<file path="src/rtl/crg_rst_seq.sv">
// crg_rst_seq: staged reset-release sequencer.
// Takes the synchronized reset request and releases NUM_STAGES active-low
// resets in order (bit 0 first). Consecutive releases are separated by
// stage_dly idle cycles. A new request re-asserts every released stage.
//
// Optional feature macro: CRG_RST_SEQ_REV_ASSERT_EN
//   undefined : a request clears all released stages at once (no ASSERT state)
//   defined   : a request clears released stages one per cycle, highest first
//
// state   | meaning
// HOLD    | all resets asserted, waiting for the request to drop
// RELEASE | counting down stage_dly, releasing one stage each time cnt hits 0
// DONE    | every stage released, no request pending
// ASSERT  | (feature only) clearing released stages in reverse order
module crg_rst_seq #(
    parameter int NUM_STAGES = 4,
    parameter int DLY_W      = 8
) (
    input  logic                  clk,
    input  logic                  clr,
    input  logic                  rst_req_sync,
    input  logic [DLY_W-1:0]      stage_dly,
    output logic [NUM_STAGES-1:0] rst_n_out,
    output logic                  seq_busy,
    output logic                  seq_done
);

    // idx must reach NUM_STAGES so the reverse-assert path knows how many are released
    localparam int IDX_W = $clog2(NUM_STAGES + 1);
    localparam logic [IDX_W-1:0] LAST_IDX = IDX_W'(NUM_STAGES - 1);

`ifdef CRG_RST_SEQ_REV_ASSERT_EN
    typedef enum logic [1:0] {HOLD, RELEASE, DONE, ASSERT} state_t;
`else
    typedef enum logic [1:0] {HOLD, RELEASE, DONE} state_t;
`endif

    state_t                state, state_nx;
    logic [DLY_W-1:0]      cnt, cnt_nx;
    logic [IDX_W-1:0]      idx, idx_nx;
    logic [NUM_STAGES-1:0] rst_nx;
    logic                  busy_nx, done_nx;
    logic [NUM_STAGES-1:0] rel_mask;
`ifdef CRG_RST_SEQ_REV_ASSERT_EN
    logic [NUM_STAGES-1:0] top_mask;
`endif

    // One-hot select of the stage to release next (and, with the feature, the highest released one)
    always_comb begin
        rel_mask = '0;
`ifdef CRG_RST_SEQ_REV_ASSERT_EN
        top_mask = '0;
`endif
        for (int i = 0; i < NUM_STAGES; i++) begin
            rel_mask[i] = (IDX_W'(i) == idx);
`ifdef CRG_RST_SEQ_REV_ASSERT_EN
            top_mask[i] = (IDX_W'(i + 1) == idx);
`endif
        end
    end

    // Next-state and next-output logic; every output is registered below
    always_comb begin
        state_nx = state;
        cnt_nx   = cnt;
        idx_nx   = idx;
        rst_nx   = rst_n_out;
        busy_nx  = seq_busy;
        done_nx  = seq_done;
        case (state)
            HOLD: begin
                rst_nx  = '0;
                busy_nx = 1'b0;
                done_nx = 1'b0;
                if (!rst_req_sync) begin
                    cnt_nx   = stage_dly;
                    idx_nx   = '0;
                    busy_nx  = 1'b1;
                    state_nx = RELEASE;
                end
            end
            RELEASE, DONE: begin
                if (rst_req_sync) begin
                    // A request wins over any release due on this edge
                    done_nx = 1'b0;
                    cnt_nx  = '0;
`ifdef CRG_RST_SEQ_REV_ASSERT_EN
                    if (idx == '0) begin
                        rst_nx   = '0;
                        busy_nx  = 1'b0;
                        state_nx = HOLD;
                    end else begin
                        busy_nx  = 1'b1;
                        state_nx = ASSERT;
                    end
`else
                    rst_nx   = '0;
                    idx_nx   = '0;
                    busy_nx  = 1'b0;
                    state_nx = HOLD;
`endif
                end else if (state == RELEASE) begin
                    if (cnt != '0) begin
                        cnt_nx = cnt - 1'b1;
                    end else begin
                        rst_nx = rst_n_out | rel_mask;
                        idx_nx = idx + 1'b1;
                        cnt_nx = stage_dly;
                        if (idx == LAST_IDX) begin
                            done_nx  = 1'b1;
                            busy_nx  = 1'b0;
                            state_nx = DONE;
                        end
                    end
                end
            end
`ifdef CRG_RST_SEQ_REV_ASSERT_EN
            ASSERT: begin
                // Released stages are contiguous from bit 0, so idx-1 is the highest one
                rst_nx = rst_n_out & ~top_mask;
                idx_nx = idx - 1'b1;
                if (idx <= IDX_W'(1)) begin
                    rst_nx   = '0;
                    idx_nx   = '0;
                    busy_nx  = 1'b0;
                    state_nx = HOLD;
                end
            end
`endif
            default: begin
                rst_nx   = '0;
                busy_nx  = 1'b0;
                done_nx  = 1'b0;
                state_nx = HOLD;
            end
        endcase
    end

    // State and output registers, synchronous clear
    always_ff @(posedge clk) begin
        if (clr) begin
            state     <= HOLD;
            cnt       <= '0;
            idx       <= '0;
            rst_n_out <= '0;
            seq_busy  <= 1'b0;
            seq_done  <= 1'b0;
        end else begin
            state     <= state_nx;
            cnt       <= cnt_nx;
            idx       <= idx_nx;
            rst_n_out <= rst_nx;
            seq_busy  <= busy_nx;
            seq_done  <= done_nx;
        end
    end

endmodule

</file>
<file path="config.mk">
export PLATFORM = sky130hd
export DESIGN_NAME = crg_rst_seq
export DESIGN_NICKNAME = d
export VERILOG_FILES = /design/src/rtl/crg_rst_seq.sv
export SDC_FILE = /design/constraint.sdc
export NUM_CORES = 1
export LEC_CHECK = 0
export ABC_AREA = 1
export BUFFER_PORTS_ARGS = -buffer_cell sky130_fd_sc_hd__buf_4
export CAP_MARGIN = 20
export CELL_PAD_IN_SITES_DETAIL_PLACEMENT = 1
export CELL_PAD_IN_SITES_GLOBAL_PLACEMENT = 1
export CORE_MARGIN = 2
export CORE_UTILIZATION = 43
export DETAILED_ROUTE_END_ITERATION = 10
export PLACE_DENSITY_LB_ADDON = 0.1
export REMOVE_ABC_BUFFERS = 1
export SLEW_MARGIN = 0
export SYNTH_ARGS = -nofsm -noshare
export SYNTH_HDL_FRONTEND = slang
export SYNTH_SLANG_ARGS = --single-unit
export TNS_END_PERCENT = 20
</file>
<file path="constraint.sdc">
create_clock -name clk -period 4.8 [get_ports clk]
set_clock_uncertainty 0.2 [all_clocks]
set_input_delay 0.48 -clock clk [delete_from_list [all_inputs] [get_ports clk]]
set_output_delay 0.48 -clock clk [all_outputs]
set_load 0.01 [all_outputs]
</file>
==> impl_metrics.tcl, run 1 <==
set metrics [dict create \
    status "finished, final reports clean" \
    internal_power_mw 0.299 \
    drv_cap 0 \
    cts_resized 0 \
    slowest_stage "dfxtp_1" \
    arrival_ns 1.98 \
    finalCritPeriodShare 0.401 \
    netlist-cell-type-count 25 \
    worstSkewPairLatency_ns 0.31 \
    hold_class "in2reg" \
    fill_cells 381 \
    fp.dieArea_sq_um 3360 \
    hold_viol_final 0 \
    rr_startpoint "state[0]" \
    ios 17 \
    rsz0062_at_grt "no" \
    core_sq_um 2760 \
    postCtsSetupBuffers 0 \
    firstDrtPassIters 4 \
    placed_cells 227 \
    portBuffers 16 \
    async_reset_ff_frac 0 \
    post-place-ws_ns 2.90 \
    maxSlewHeadroom 0.726 \
    vias 1236 \
    post-route-util 0.520 \
    worstSetupPathType "reg2reg" \
    maxSlewViolCount 0 \
    crit_path_end_kind "flip-flop" \
    path_clk_slew_ns 0.12 \
    grt_pass1_vias 1257 \
    grt_max_degree 12 \
    r2r-end "cnt[7]" \
    ys_warn_count 0 \
    synth_top_cell_area_share 0.304 \
    rr_worst_depth 9 \
    start_util 0.454 \
    p_sw_frac 0.449 \
    die_w_um 57.9 \
    cts_max_level 1 \
    crit_chain "inv_1 -> ha_1 -> inv_2 -> nor2_8 -> inv_6 -> nor2_2 -> nor2_4 -> o21ai_0 -> a21oi_1" \
    grt_usage 0.230 \
    ys_seq_elements 19 \
    dpl-instance-area_sq_um 1410 \
    cp_slowest_stage_delay_ns 0.37 \
    nets 221 \
    layout.cells.non_filler 231 \
    setup_ws_ns 2.87 \
    p_total_mw 0.543 \
    area_growth_pct 14.6 \
    worst_pin_slew_ns 0.411 \
    gp_congestion 0.799 \
    cts_tree "done" \
    synth_common_cells "nand2_1, a21oi_1, inv_1" \
    powerDensity_nw_per_um2 378 \
    drive_gt1_frac 0.180 \
    fin_setup_tns_ns 0 \
    cts_buffers 3 \
    synth-main-ff-cell "dfxtp_1" \
    wirelength_um 3410 \
    final-seq-area_sq_um 380 \
    core.rowCount 19 \
    holdBufCountCts 0 \
    synth_edf_count 0 \
    yosysTopAreaCell "dfxtp_1" \
    grt-ovfl-total 0 \
    r2r_slack_ns 2.87 \
    holdPathEnd "state[0]" \
    synth_area_per_cell_sq_um 6.91 \
    switchingPower_mw 0.243 \
    multi_input_area_sq_um 747 \
    netlist_instances 181 \
    synth.yosys.seq_area_share 0.304 \
    netlist_area_sq_um 1250 \
    cts.path.max_buffers 2 \
    cp-start-kind "flip-flop" \
    power_leakage_nw 0.666 \
    crit_required_ns 4.85 \
    seqPwrFrac 0.367 \
    ant_nets 0 \
    synth_area_leaders "dfxtp_1, a21oi_1, nand2_1, ha_1, nand3_1" \
    fmax_ghz 0.519 \
    wire_per_inst_um 14.8 \
    yosysMostFrequentCell "nand2_1" \
    worst-path-max-fanout 10 \
    holdWs_ns 0.157 \
    first_iter_violations 22 \
    finalSetupViolCount 0 \
    final_area_sq_um 1430 \
    clockPowerShare 0.157 \
    ir_drop_mv 0.300 \
    die_h_um 57.9 \
    cts_root_buf "clkbuf_4" \
    viasPerCell 5.35 \
    antenna_cells 0 \
    remaining_drc_errors 0 \
    fin_crit_ns 1.93 \
    hp-start "clr" \
    antenna_found_initial 0 \
    whs_path_depth 2 \
    cts_num_sinks 19 \
    grt_pass1_wl_um 5910 \
    combPwrFrac 0.476 \
    dp_hpwl_um 2630 \
]
## critical path, delay by kind of cell (launching register included)
| kind | cells | cell delay, ns |
|---|---|---|
| buf+inv | 3 | 0.35 |
| compound gates | 2 | 0.27 |
| simple gates | 3 | 0.35 |
| flops | 1 | 0.37 |
| fa+ha+maj | 1 | 0.32 |
## cells in the final DEF (no fill, tap or decap)
| cell type | instances |
|---|---|
| inv_6 | 1 |
| o211ai_1 | 2 |
| nor2_1 | 14 |
| o21ai_4 | 1 |
| clkbuf_4 | 3 |
| o21ai_0 | 5 |
| nand2_2 | 1 |
| a21oi_1 | 27 |
| o21ai_1 | 5 |
| dfxtp_1 | 19 |
| ha_1 | 9 |
| buf_4 | 16 |
| inv_4 | 1 |
| nand2_1 | 34 |
| inv_1 | 26 |
| nor3_1 | 1 |
| nor2_8 | 1 |
| nand2_4 | 2 |
| xor2_1 | 1 |
| clkinv_2 | 1 |
| o21ai_2 | 1 |
| or2_0 | 1 |
| nand3_2 | 2 |
| nor2_2 | 1 |
| nor2_4 | 3 |
| nand3_1 | 20 |
| inv_2 | 2 |
## final cells by class
class | count | share of cell area
clock inverters | 1 | 0.00349
flip-flops and latches | 19 | 0.265
multi-input cells | 131 | 0.521
inverters | 30 | 0.0838
well taps | 31 | 0.0271
clock buffers | 3 | 0.0157
repair buffers | 16 | 0.0838
## power by group through the flow
stage | sequential (mW) | combinational [mW] | clock [mW]
2_1_floorplan | 0.198 | 0.194 | 0
3_3_place_gp | 0.201 | 0.247 | 0
3_5_place_dp | 0.202 | 0.256 | 0
4_1_cts | 0.199 | 0.259 | 0.0894
5_1_grt | 0.202 | 0.295 | 0.0935
6_report | 0.199 | 0.258 | 0.0854
## sequential cells by signal (all words and copies together) (netlist names)
register / count
seq_busy: 1
state: 2
rst_n_out: 4
cnt: 8
seq_done: 1
idx: 3
## worst max path at each step
stage / from / endpoint / slack [ns] / cells past startpoint
after floorplan: state[0] / cnt[6] / 3.11 / 9
after global placement: state[0] / cnt[3] / 2.97 / 9
after detailed placement: state[1] / cnt[7] / 2.90 / 9
after CTS: state[0] / cnt[7] / 2.86 / 9
after global routing: state[0] / cnt[3] / 2.70 / 9
final: state[0] / cnt[7] / 2.87 / 9
## layer usage
layer / global-route usage / share of wire / vias up
met5: 0 / 0 / -
met4: 0.0997 / 0.020 / 0
met3: 0.0357 / 0.035 / 6
met2: 0.359 / 0.45 / 25
met1: 0.316 / 0.49 / 577
li1: - / - / 628
## cell families after synthesis
kind of cell,synth area share
xor+xnor,0.00700
simple gates,0.320
fa+ha+maj,0.0900
compound gates,0.180
flops,0.304
buf+inv,0.0990
Note: power is estimated with default switching activity, not from simulation.
==> run 2, diff against run 1 <==
- CORE_UTILIZATION: 43 -> 40
- clock period: 4.8 -> 1.84 ns (I/O delays scaled with it)
==> run 2 against run 1 <==
Compared with the run above: final area is 11% higher; sequential share of layout area is 2.6 points lower; cell count is 7.8% higher; sequential cell count stayed put; worst hold slack worse by 0.089 ns; non-clock buffer count is 16 higher; critical path depth is 1 lower; critical path type unchanged; largest cell class unchanged; highest routed layer unchanged.
==> impl_metrics.tcl, run 2 (synthesis gave the netlist of run 1 again) <==
set metrics [dict create \
    status "finished, final reports clean" \
    start_util 0.417 \
    fmax_ghz 0.578 \
    cp_top_family "compound AO/OA/AOI/OAI gates" \
    cp_common_cell "a21oi_1" \
    hold_viol_final 0 \
    crit_end "cnt[6]" \
    rr_startpoint "state[0]" \
    finalCritPeriodShare 0.941 \
    ir_drop_mv 0.383 \
    viasPerCell 5.21 \
    firstDrtPassIters 4 \
    worst_pin_slew_ns 0.392 \
    wire_per_inst_um 15.0 \
    fp.dieArea_sq_um 3590 \
    worstSetupPathType "reg2reg" \
    worst-path-max-fanout 8 \
    maxSlewHeadroom 0.739 \
    final_cell_mix "nand2_1, a21oi_1, inv_1" \
    crit_chain "inv_1 -> ha_4 -> inv_4 -> nor2_8 -> inv_6 -> o21ai_4 -> a21oi_1 -> a21oi_1" \
    cp-start-kind "flip-flop" \
    gp_congestion 0.833 \
    r2r_slack_ns 0.11 \
    cts_root_buf "clkbuf_4" \
    cts_buffers 3 \
    cts_max_level 1 \
    dp_hpwl_um 2720 \
    crit_start "state[0]" \
    slowest_stage "dfxtp_2" \
    holdWs_ns 0.0680 \
    fin_setup_tns_ns 0 \
    powerDensity_nw_per_um2 942 \
    dpl-instance-area_sq_um 1440 \
    portBuffers 16 \
    vias 1298 \
    cts_num_sinks 19 \
    largest-register "cnt" \
    rr_worst_depth 8 \
    post-route-util 0.532 \
    die_w_um 59.9 \
    ant_nets 0 \
    hold_class "in2reg" \
    grt_usage 0.232 \
    r2r-end "cnt[6]" \
    nets 237 \
    cts.path.max_buffers 2 \
    antenna_cells 0 \
    fill_cells 412 \
    path_depth 8 \
    final_area_sq_um 1600 \
    worstSkewPairLatency_ns 0.30 \
    cts_tree "done" \
    fin_crit_ns 1.73 \
    multi_input_area_sq_um 762 \
    core_sq_um 3000 \
    ios 17 \
    cp_num_buf_inv 3 \
    grt_pass1_wl_um 6190 \
    arrival_ns 1.78 \
    first_iter_violations 30 \
    final-seq-area_sq_um 382 \
    finalSetupViolCount 0 \
    crit_path_end_kind "flip-flop" \
    cp_slowest_stage_delay_ns 0.36 \
    remaining_drc_errors 0 \
    p_total_mw 1.50 \
    path_clk_slew_ns 0.12 \
    power_leakage_nw 0.739 \
    grt-ovfl-total 0 \
    drive_gt1_frac 0.213 \
    final_common_cell "nand2_1" \
    antenna_found_initial 0 \
    drv_cap 0 \
    grt_pass1_vias 1358 \
    die_h_um 59.9 \
    grt_max_degree 12 \
    area_growth_pct 27.7 \
    maxSlewViolCount 0 \
    wirelength_um 3730 \
    largest_registers "cnt (8), rst_n_out (4), idx (3)" \
    crit_required_ns 1.88 \
    rsz0062_at_grt "no" \
    largest_reg_flops 8 \
    core.rowCount 20 \
]
==> run 2: cell types whose count changed in the layout (fill, tap and decap cells not counted), sizes merged <==
cell and delta:
dlygate4sd3 +9, buf +7
==> run 2: power by group <==
part / total (mW) / switching, mW / internal (mW) / leakage (nW)
clock network: 0.223 / 0.142 / 0.0810 / 0.0177
logic: 0.759 / 0.472 / 0.287 / 0.565
registers: 0.522 / 0.0542 / 0.468 / 0.156
total: 1.50 / 0.669 / 0.836 / 0.739
==> run 2: how the worst min path moves through the flow <==
| stage | startpoint | end | slack [ns] | cells after the start |
|---|---|---|---|---|
| 4_1_cts | rst_req_sync | cnt[1] | 0.05 | 4 |
| 3_5_place_dp | clr | seq_busy | 0.20 | 2 |
| 5_1_grt | rst_req_sync | cnt[1] | 0.08 | 4 |
| 6_report | rst_req_sync | cnt[1] | 0.07 | 4 |
| 3_3_place_gp | clr | idx[1] | 0.19 | 2 |
| 2_1_floorplan | clr | seq_busy | 0.05 | 1 |
==> run 2: cell type report <==
cell class | instances | share of cell area
flip-flops and latches | 19 | 0.239
inverters | 30 | 0.0767
multi-input cells | 131 | 0.477
well taps | 33 | 0.0258
clock inverters | 1 | 0.00313
repair buffers | 32 | 0.164
clock buffers | 3 | 0.0141
==> run 2: repair_timing <==
item,CTS,global route
resized for setup,1,5
hold buffers,9,0
setup buffers,1,2
endpoints found under the hold margin,12,0
pin swaps,1,1
endpoints found under the setup margin,1,14
==> run 2: through the flow <==
stage	setup WS, ns	std cells
2_1_floorplan	0.150	180
3_3_place_gp	0.111	233
3_5_place_dp	0.0282	233
4_1_cts	0.0174	247
5_1_grt	0.000735	249
6_report	0.109	249
==> run 2: worst reg2reg max path, stage by stage, from the launching register on <==
cell     delay (ns)
dfxtp_2        0.36
inv_1          0.07
ha_4           0.29
inv_4          0.05
nor2_8         0.15
inv_6          0.07
o21ai_4        0.24
a21oi_1        0.09
a21oi_1        0.15
==> run 2: per-layer routing <==
layer / track usage / vias to the layer above / part of all wire
met4: 0.0667 / 0 / 0.0051
li1: - / 654 / -
met2: 0.419 / 22 / 0.50
met5: 0 / - / 0
met1: 0.290 / 620 / 0.46
met3: 0.0195 / 2 / 0.028
